## config.mk

```make
export PLATFORM = sky130hd
export DESIGN_NAME = register_load_arbiter_flat
export DESIGN_NICKNAME = d
export VERILOG_FILES = /design/src/rtl/register_load_arbiter_pkg.sv /design/src/rtl/register_load_arbiter_if.sv /design/src/rtl/register_load_arbiter_rr_arbiter.sv /design/src/rtl/register_load_arbiter.sv /design/src/flat_wrapper.sv
export SDC_FILE = /design/constraint.sdc
export NUM_CORES = 1
export LEC_CHECK = 0
export CORE_ASPECT_RATIO = 0.5
export CORE_MARGIN = 2
export CORE_UTILIZATION = 36
export CTS_BUF_LIST = sky130_fd_sc_hd__clkbuf_8
export DETAILED_ROUTE_END_ITERATION = 10
export PLACE_DENSITY = 0.71
export SLEW_MARGIN = 20
export SYNTH_ARGS = -nofsm -noshare
export SYNTH_HDL_FRONTEND = slang
export SYNTH_SLANG_ARGS = --single-unit
```

## constraint.sdc

```tcl
create_clock -name clk -period 1.94 [get_ports clk]
set_clock_uncertainty 0.2 [all_clocks]
set_input_delay 0.291 -clock clk [delete_from_list [all_inputs] [get_ports clk]]
set_output_delay 0.291 -clock clk [all_outputs]
set_load 0.005 [all_outputs]
```

## src/rtl/register_load_arbiter_pkg.sv

```systemverilog
// Shared types for the register-load controller: FSM state encodings and sizing helpers.
// Future register controllers reuse the same state encoding.
package register_load_arbiter_pkg;

    localparam int DEF_SIZE = 8;
    localparam int DEF_NREQ = 4;

    typedef enum logic [1:0] {
        ST_IDLE  = 2'd0,
        ST_LOAD  = 2'd1,
        ST_ACK   = 2'd2,
        ST_CLEAR = 2'd3
    } state_e;

    function automatic int idx_width(input int n);
        return (n > 1) ? $clog2(n) : 1;
    endfunction

endpackage

```

## src/rtl/register_load_arbiter_if.sv

```systemverilog
// Requester-side and register-side signals of the load arbiter.
// master = requester/testbench side, slave = arbiter side.
interface register_load_arbiter_if #(
    parameter int Size = 8,
    parameter int NREQ = 4
) ();
    localparam int IDW = (NREQ > 1) ? $clog2(NREQ) : 1;

    logic [NREQ-1:0]      req;
    logic [NREQ*Size-1:0] data;
    logic                 flush;
    logic [Size-1:0]      reg_d;
    logic                 reg_en;
    logic                 reg_clr_n;
    logic [NREQ-1:0]      ack;
    logic                 busy;
    logic [IDW-1:0]       owner;

    modport master (
        output req, data, flush,
        input  reg_d, reg_en, reg_clr_n, ack, busy, owner
    );

    modport slave (
        input  req, data, flush,
        output reg_d, reg_en, reg_clr_n, ack, busy, owner
    );
endinterface

```

## src/rtl/register_load_arbiter_rr_arbiter.sv

```systemverilog
// Combinational round-robin pick: first set request at or after rr_ptr_i, wrapping.
// No state; the caller owns and advances the pointer.
module rr_arbiter
    import register_load_arbiter_pkg::*;
#(
    parameter int NREQ = 4,
    parameter int IDW  = idx_width(NREQ)
) (
    input  logic [NREQ-1:0] req_i,
    input  logic [IDW-1:0]  rr_ptr_i,
    output logic            gnt_valid_o,
    output logic [IDW-1:0]  gnt_idx_o
);

    int unsigned    idx;
    logic [IDW-1:0] cand;

    // Walk offsets high to low so the nearest requester to the pointer wins last.
    always_comb begin
        gnt_valid_o = 1'b0;
        gnt_idx_o   = '0;
        idx         = 0;
        cand        = '0;
        for (int off = NREQ - 1; off >= 0; off--) begin
            idx = int'(rr_ptr_i) + off;
            if (idx >= NREQ) idx = idx - NREQ;
            cand = IDW'(idx);
            if (req_i[cand]) begin
                gnt_valid_o = 1'b1;
                gnt_idx_o   = cand;
            end
        end
    end

endmodule

```

## src/rtl/register_load_arbiter.sv

```systemverilog
// Shares one external negedge D-register among NREQ requesters: round-robin load, ack, flush.
// One load per 3 cycles (grant, LOAD, ACK); flushes arriving while busy are held and run first.
module register_load_arbiter
    import register_load_arbiter_pkg::*;
#(
    parameter int Size = DEF_SIZE,
    parameter int NREQ = DEF_NREQ
) (
    input  logic                    clk,
    input  logic                    clr,
    register_load_arbiter_if.slave  bus
);

    localparam int IDW = idx_width(NREQ);

    state_e          state_q;
    logic [Size-1:0] reg_d_q;
    logic            reg_en_q;
    logic            reg_clr_n_q;
    logic [NREQ-1:0] ack_q;
    logic            busy_q;
    logic [IDW-1:0]  owner_q;
    logic [IDW-1:0]  rr_ptr_q;
    logic            flush_pend_q;

    logic            gnt_vld;
    logic [IDW-1:0]  gnt_idx;
    logic [Size-1:0] data_arr [NREQ];

    for (genvar i = 0; i < NREQ; i++) begin : g_data
        assign data_arr[i] = bus.data[i*Size +: Size];
    end

    rr_arbiter #(
        .NREQ (NREQ),
        .IDW  (IDW)
    ) u_arb (
        .req_i       (bus.req),
        .rr_ptr_i    (rr_ptr_q),
        .gnt_valid_o (gnt_vld),
        .gnt_idx_o   (gnt_idx)
    );

    always_ff @(posedge clk) begin
        if (clr) begin
            state_q      <= ST_IDLE;
            reg_d_q      <= '0;
            reg_en_q     <= 1'b0;
            reg_clr_n_q  <= 1'b0;
            ack_q        <= '0;
            busy_q       <= 1'b0;
            owner_q      <= '0;
            rr_ptr_q     <= '0;
            flush_pend_q <= 1'b0;
        end else begin
            case (state_q)
                ST_IDLE: begin
                    reg_clr_n_q <= 1'b1;
                    if (bus.flush || flush_pend_q) begin
                        state_q      <= ST_CLEAR;
                        busy_q       <= 1'b1;
                        reg_clr_n_q  <= 1'b0;
                        flush_pend_q <= 1'b0;
                    end else if (gnt_vld) begin
                        state_q  <= ST_LOAD;
                        busy_q   <= 1'b1;
                        reg_d_q  <= data_arr[gnt_idx];
                        reg_en_q <= 1'b1;
                        owner_q  <= gnt_idx;
                        rr_ptr_q <= (gnt_idx == IDW'(NREQ - 1)) ? '0 : gnt_idx + 1'b1;
                    end
                end
                ST_LOAD: begin
                    state_q         <= ST_ACK;
                    reg_en_q        <= 1'b0;
                    ack_q           <= '0;
                    ack_q[owner_q]  <= 1'b1;
                    if (bus.flush) flush_pend_q <= 1'b1;
                end
                ST_ACK: begin
                    state_q <= ST_IDLE;
                    ack_q   <= '0;
                    busy_q  <= 1'b0;
                    if (bus.flush) flush_pend_q <= 1'b1;
                end
                ST_CLEAR: begin
                    state_q     <= ST_IDLE;
                    reg_clr_n_q <= 1'b1;
                    busy_q      <= 1'b0;
                    if (bus.flush) flush_pend_q <= 1'b1;
                end
                default: begin
                    state_q <= ST_IDLE;
                    busy_q  <= 1'b0;
                end
            endcase
        end
    end

    assign bus.reg_d     = reg_d_q;
    assign bus.reg_en    = reg_en_q;
    assign bus.reg_clr_n = reg_clr_n_q;
    assign bus.ack       = ack_q;
    assign bus.busy      = busy_q;
    assign bus.owner     = owner_q;

endmodule

```

## src/flat_wrapper.sv

```systemverilog
// flat-port wrapper written by rule: the top's interface ports become plain ports
module register_load_arbiter_flat import register_load_arbiter_pkg::*;
#(
    parameter int Size = DEF_SIZE,
    parameter int NREQ = DEF_NREQ
)
  (clk, clr, bus_req, bus_data, bus_flush, bus_reg_d, bus_reg_en, bus_reg_clr_n, bus_ack, bus_busy, bus_owner);
  register_load_arbiter_if #(.Size(Size), .NREQ(NREQ)) bus_i ();
  input  logic clk;
  input  logic clr;
  input wire logic [$bits(bus_i.req)-1:0] bus_req;
  input wire logic [$bits(bus_i.data)-1:0] bus_data;
  input wire logic [$bits(bus_i.flush)-1:0] bus_flush;
  output wire logic [$bits(bus_i.reg_d)-1:0] bus_reg_d;
  output wire logic [$bits(bus_i.reg_en)-1:0] bus_reg_en;
  output wire logic [$bits(bus_i.reg_clr_n)-1:0] bus_reg_clr_n;
  output wire logic [$bits(bus_i.ack)-1:0] bus_ack;
  output wire logic [$bits(bus_i.busy)-1:0] bus_busy;
  output wire logic [$bits(bus_i.owner)-1:0] bus_owner;
  assign bus_i.req = bus_req;
  assign bus_i.data = bus_data;
  assign bus_i.flush = bus_flush;
  assign bus_reg_d = bus_i.reg_d;
  assign bus_reg_en = bus_i.reg_en;
  assign bus_reg_clr_n = bus_i.reg_clr_n;
  assign bus_ack = bus_i.ack;
  assign bus_busy = bus_i.busy;
  assign bus_owner = bus_i.owner;
  register_load_arbiter #(.Size(Size), .NREQ(NREQ)) u_core (.clk(clk), .clr(clr), .bus(bus_i));
endmodule
```

==> impl_results.html, run 1 <==
<table>
<tr><th>Metric</th><th>Value</th></tr>
<tr><th colspan="2">Run status</th></tr>
<tr><td>Status</td><td>finished with violations</td></tr>
<tr><td>Violations in the final reports</td><td>design-rule violations</td></tr>
<tr><th colspan="2">Global routing</th></tr>
<tr><td>Largest net degree at the start of global routing</td><td>23</td></tr>
<tr><td>Wire length of the first global-routing pass</td><td>approximately 5.1 mm</td></tr>
<tr><td>Congestion Overflow GR</td><td>0</td></tr>
<tr><td>Overall Global Routing Usage</td><td>16.5%</td></tr>
<tr><td>Vias in the first global route</td><td>around 1100</td></tr>
<tr><td>Antenna violations before repair</td><td>0</td></tr>
<tr><th colspan="2">Logic synthesis</th></tr>
<tr><td>Netlist area before placement</td><td>1210 µm²</td></tr>
<tr><td>Yosys top cell area share</td><td>36.5%</td></tr>
<tr><td>Cell count after synthesis</td><td>~130</td></tr>
<tr><td>Register bit count reported by yosys</td><td>22</td></tr>
<tr><td>Cell taking the most area after synthesis</td><td>sky130_fd_sc_hd__dfxtp_1</td></tr>
<tr><td>Per-instance average area after synthesis</td><td>between 9 and 10 µm²</td></tr>
<tr><td>Number of warning messages in the yosys log</td><td>0</td></tr>
<tr><td>Post-synthesis cell type count</td><td>33</td></tr>
<tr><td>Number of nets in the synthesized netlist</td><td>171</td></tr>
<tr><td>Fraction of the yosys area taken by sequential cells</td><td>roughly 37%</td></tr>
<tr><td>Synth area leaders</td><td>sky130_fd_sc_hd__dfxtp_1 37%, sky130_fd_sc_hd__mux2i_1 15%, sky130_fd_sc_hd__o221ai_1 5.8%</td></tr>
<tr><th colspan="2">Place</th></tr>
<tr><td>Buffers on Ports</td><td>55</td></tr>
<tr><td>DP Wirelength</td><td>approximately 2.5 mm</td></tr>
<tr><td>Final weighted congestion in routability-driven placement</td><td>about 0.79</td></tr>
<tr><td>Number of cells after detailed placement</td><td>around 230</td></tr>
<tr><th colspan="2">Finish</th></tr>
<tr><td>Combined area of the multi-input logic cells</td><td>~710 µm²</td></tr>
<tr><td>Total Nets Final</td><td>between 200 and 250</td></tr>
<tr><td>Count of placed standard cells in the final layout, fillers left out</td><td>229</td></tr>
<tr><td>Area growth, synth to finish</td><td>60.8%</td></tr>
<tr><td>Fraction of layout cells with a size suffix above 1</td><td>between 10% and 20%</td></tr>
<tr><td>Commonest non-fill, non-tap cells in the layout</td><td>52 x sky130_fd_sc_hd__clkdlybuf4s50_1, 22 x sky130_fd_sc_hd__dfxtp_1, 18 x sky130_fd_sc_hd__mux2i_1</td></tr>
<tr><td>Number of fill cells in the layout</td><td>between 200 and 300</td></tr>
<tr><td>Sequential standard cell area</td><td>approximately 440 µm²</td></tr>
<tr><td>Commonest non-fill, non-tap cell in the layout</td><td>sky130_fd_sc_hd__clkdlybuf4s50_1</td></tr>
<tr><td>Antenna Diode Count</td><td>0</td></tr>
<tr><td>Share of the core filled with cells</td><td>about 63%</td></tr>
<tr><th colspan="2">Clock tree</th></tr>
<tr><td>TritonCTS sink count</td><td>22</td></tr>
<tr><td>CTS tree</td><td>yes</td></tr>
<tr><td>Maximum buffer depth of the clock tree</td><td>2</td></tr>
<tr><td>Clock transition at the register clock pins on the worst setup and hold paths after CTS</td><td>roughly 80 ps</td></tr>
<tr><td>H-tree depth reported by CTS</td><td>1</td></tr>
<tr><td>Clock root buffer master</td><td>sky130_fd_sc_hd__clkbuf_8</td></tr>
<tr><td>Buffer count from post-CTS setup fixing</td><td>0</td></tr>
<tr><td>Total of hold buffers inserted after clock tree synthesis</td><td>0</td></tr>
<tr><td>Clock latency reported for the late side of the worst-skew pair</td><td>270 ps</td></tr>
<tr><td>Clock buffers created by TritonCTS</td><td>3</td></tr>
<tr><th colspan="2">Critical path</th></tr>
<tr><td>Worst reg2reg path endpoint</td><td>u_core.bus.reg_d[7]</td></tr>
<tr><td>Cell count of the worst reg-to-reg path</td><td>6</td></tr>
<tr><td>Ordered list of cells on the worst path</td><td>clkdlybuf4s50_1, nand2b_1, a21oi_1, a221oi_4, buf_4, xnor2_1, a211oi_2</td></tr>
<tr><td>Worst setup path startpoint</td><td>bus_req[1]</td></tr>
<tr><td>Critical path destination</td><td>u_core.rr_ptr_q[1]</td></tr>
<tr><td>Buf+Inv Stages, Crit Path</td><td>2</td></tr>
<tr><td>Critical path endpoint category</td><td>register</td></tr>
<tr><td>Delay of the slowest cell on the worst path</td><td>between 500 and 600 ps</td></tr>
<tr><td>Reg2reg start</td><td>u_core.state_q[0]</td></tr>
<tr><td>CP Class</td><td>in -&gt; reg</td></tr>
<tr><td>Setup slack of the worst register-to-register path</td><td>~210 ps</td></tr>
<tr><td>Required arrival time at the worst endpoint</td><td>around 1900 ps</td></tr>
<tr><td>Kind of cell adding the most delay to the critical path</td><td>buffers and inverters</td></tr>
<tr><td>Data arrival time of the critical path</td><td>1850 ps</td></tr>
<tr><td>Startpoint type of the worst setup path</td><td>primary input</td></tr>
<tr><td>Critical path fanouts, max</td><td>4</td></tr>
<tr><td>Number of logic stages on the critical path including buffering</td><td>7</td></tr>
<tr><td>Slowest cell on the critical path</td><td>sky130_fd_sc_hd__clkdlybuf4s50_1</td></tr>
<tr><th colspan="2">Pwr</th></tr>
<tr><td>Internal portion of total power</td><td>roughly 1100 µW</td></tr>
<tr><td>Switching power share of the total</td><td>27.4%</td></tr>
<tr><td>Part of the total power dissipated in sequential elements</td><td>36.4%</td></tr>
<tr><td>Power Density</td><td>around 780 nW/µm²</td></tr>
<tr><td>Clk network pwr share</td><td>around 28%</td></tr>
<tr><td>IR Drop Worst-Case VDD</td><td>~430 µV</td></tr>
<tr><td>Combinational cell fraction of total power</td><td>between 30% and 40%</td></tr>
<tr><td>Switch Pwr</td><td>416 µW</td></tr>
<tr><td>Reported leakage power</td><td>roughly 0.00076 µW</td></tr>
<tr><th colspan="2">STA</th></tr>
<tr><td>Final setup viols</td><td>0</td></tr>
<tr><td>Unrepaired setup endpoints after global routing</td><td>no</td></tr>
<tr><td>Share of the cycle needed by the critical path after routing</td><td>between 90 and 100%</td></tr>
<tr><td>Timing-limited maximum frequency</td><td>0.538 GHz</td></tr>
<tr><td>Worst slew margin relative to its limit</td><td>slightly below 80%</td></tr>
<tr><td>Worst slew pin tran</td><td>around 340 ps</td></tr>
<tr><td>Final hold vios</td><td>0</td></tr>
<tr><td>Minimum period implied by the final worst setup slack</td><td>between 1500 and 2000 ps</td></tr>
<tr><td>Number of pins with negative max-slew slack in the final report</td><td>0</td></tr>
<tr><th colspan="2">Worst hold path</th></tr>
<tr><td>Tightest Hold Check Type</td><td>reg -&gt; reg</td></tr>
<tr><td>Worst Hold Launch</td><td>u_core.bus.ack[1]</td></tr>
<tr><th colspan="2">Floorplanning</th></tr>
<tr><td>Total core area</td><td>between 3000 and 4000 µm²</td></tr>
<tr><td>Number of placement rows</td><td>14</td></tr>
<tr><td>Boundary pin count</td><td>56</td></tr>
<tr><td>Area of the die</td><td>a little under 4000 µm²</td></tr>
<tr><td>Horizontal extent of the die</td><td>roughly 86 µm</td></tr>
<tr><td>Die extent in y</td><td>approximately 45 µm</td></tr>
<tr><td>Initial cell density of the core</td><td>between 30% and 40%</td></tr>
<tr><th colspan="2">Detailed routing</th></tr>
<tr><td>Residual antenna-violating net count after detailed routing</td><td>0</td></tr>
<tr><td>Drt first pass iters</td><td>7</td></tr>
<tr><td>Total DRC errors in the routed layout</td><td>5</td></tr>
<tr><td>Routed vias</td><td>1155</td></tr>
<tr><td>Detailed-route vias per instance</td><td>about 5.0</td></tr>
<tr><td>Routed wire length per instance</td><td>~13 µm</td></tr>
<tr><td>DRT iter0 DRCs</td><td>54</td></tr>
<tr><td>Post-Route WL</td><td>just over 3 mm</td></tr>
<tr><th colspan="2">Run</th></tr>
<tr><td>Number of max-capacitance violations reported</td><td>0</td></tr>
</table>
-- power groups by stage --
stage               clock (µW)  sequential, µW  combinational (µW)
global placement             0             561                 516
finish                     426             551                 537
detailed placement           0             563                 521
CTS                        444             552                 524
global route               457             559                 587
floorplan                    0             560                 287
-- area by class of cell --
type | count | area share, %
tap | 40 | 2.58
timing repair buffer | 64 | 33.1
clock buffer | 3 | 2.13
clock inverter | 1 | 1.55
inverter | 6 | 1.16
multi-input combinational | 93 | 36.8
sequential | 22 | 22.7
-- Yosys cell counts (all sizes together) --
| master | number |
|---|---|
| dfxtp | 22 |
| mux2i | 18 |
| nor2 | 13 |
| a21oi | 11 |
| nand3b | 9 |
| o221ai | 8 |
| nand2 | 7 |
| inv | 6 |
| buf | 5 |
| nand2b | 5 |
| ha | 4 |
| nor3 | 3 |
| a211oi | 2 |
| clkbuf | 2 |
| nor3b | 2 |
| o21ai | 2 |
| a221oi | 1 |
| a22o | 1 |
| a311oi | 1 |
| a31oi | 1 |
| and2 | 1 |
| nand3 | 1 |
| nand4b | 1 |
| nor4 | 1 |
| xnor2 | 1 |
-- worst min-delay path by stage --
stage	to	slack, ps	cells after the start
floorplan	u_core.bus.ack[3]	260	2
global placement	u_core.bus.ack[3]	260	2
detailed placement	u_core.bus.ack[1]	270	2
CTS	u_core.bus.ack[1]	280	2
global route	u_core.bus.ack[1]	320	2
finish	u_core.bus.ack[1]	270	2
-- cells by family (layout without fill, tap and decap cells) --
family          after synthesis  in the layout  synth area share, %
simple gates                 43             43                 19.6
compound gates               27             27                 17.6
mux                          18             18                 14.9
buf+inv                      13             74                 6.43
xor+xnor                      1              1                0.726
flops                        22             22                 36.5
fa+ha+maj                     4              4                 4.15
-- per-layer routing --
layer / vias up / global-route usage, % / share of wire (%) / routed length [µm]
li1: 589 / - / - / -
met1: 523 / 20.7 / 44 / 1360
met2: 40 / 29.0 / 46 / 1410
met3: 3 / 4.75 / 9.2 / 282
met4: 0 / 3.81 / 0.62 / 19
met5: - / 0 / 0 / 0
-- tightest hold or removal path, stage by stage, from the launching register on --
cell	delay (ps)
sky130_fd_sc_hd__dfxtp_1	320
sky130_fd_sc_hd__nand2b_1	60
sky130_fd_sc_hd__a21oi_1	50
-- through the flow --
step / power [µW] / cell area, µm² / TNS (ps) / hold WS (ps) / setup slack [ps]
3_3_place_gp: 1080 / 1830 / -1800 / 261 / -227
4_1_cts: 1520 / 1910 / 0 / 279 / 22.2
3_5_place_dp: 1080 / 1830 / -2320 / 265 / -274
6_report: 1510 / 1940 / 0 / 272 / 80.0
5_1_grt: 1600 / 1940 / 0 / 315 / 7.51
2_1_floorplan: 848 / 1210 / 0 / 263 / 347
-- repair_timing --
item,in CTS,in global routing
resized for setup,1,10
cloned,0,0
setup endpoints to repair,1,8
pin swaps,0,2
-- state kept, by name, indices dropped and copies added (netlist names), 2 cells and up --
signal            flops
u_core.bus.ack        4
u_core.state_q        2
u_core.rr_ptr_q       2
u_core.bus.reg_d      8
u_core.bus.owner      2
Note: power is estimated with default switching activity, not from simulation.
==> inputs of run 2 (changes only) <==
- TNS_END_PERCENT: not set -> 100
==> results of run 2 <==
Same layout as run 1: the final DEF is identical, and so are final timing and power.
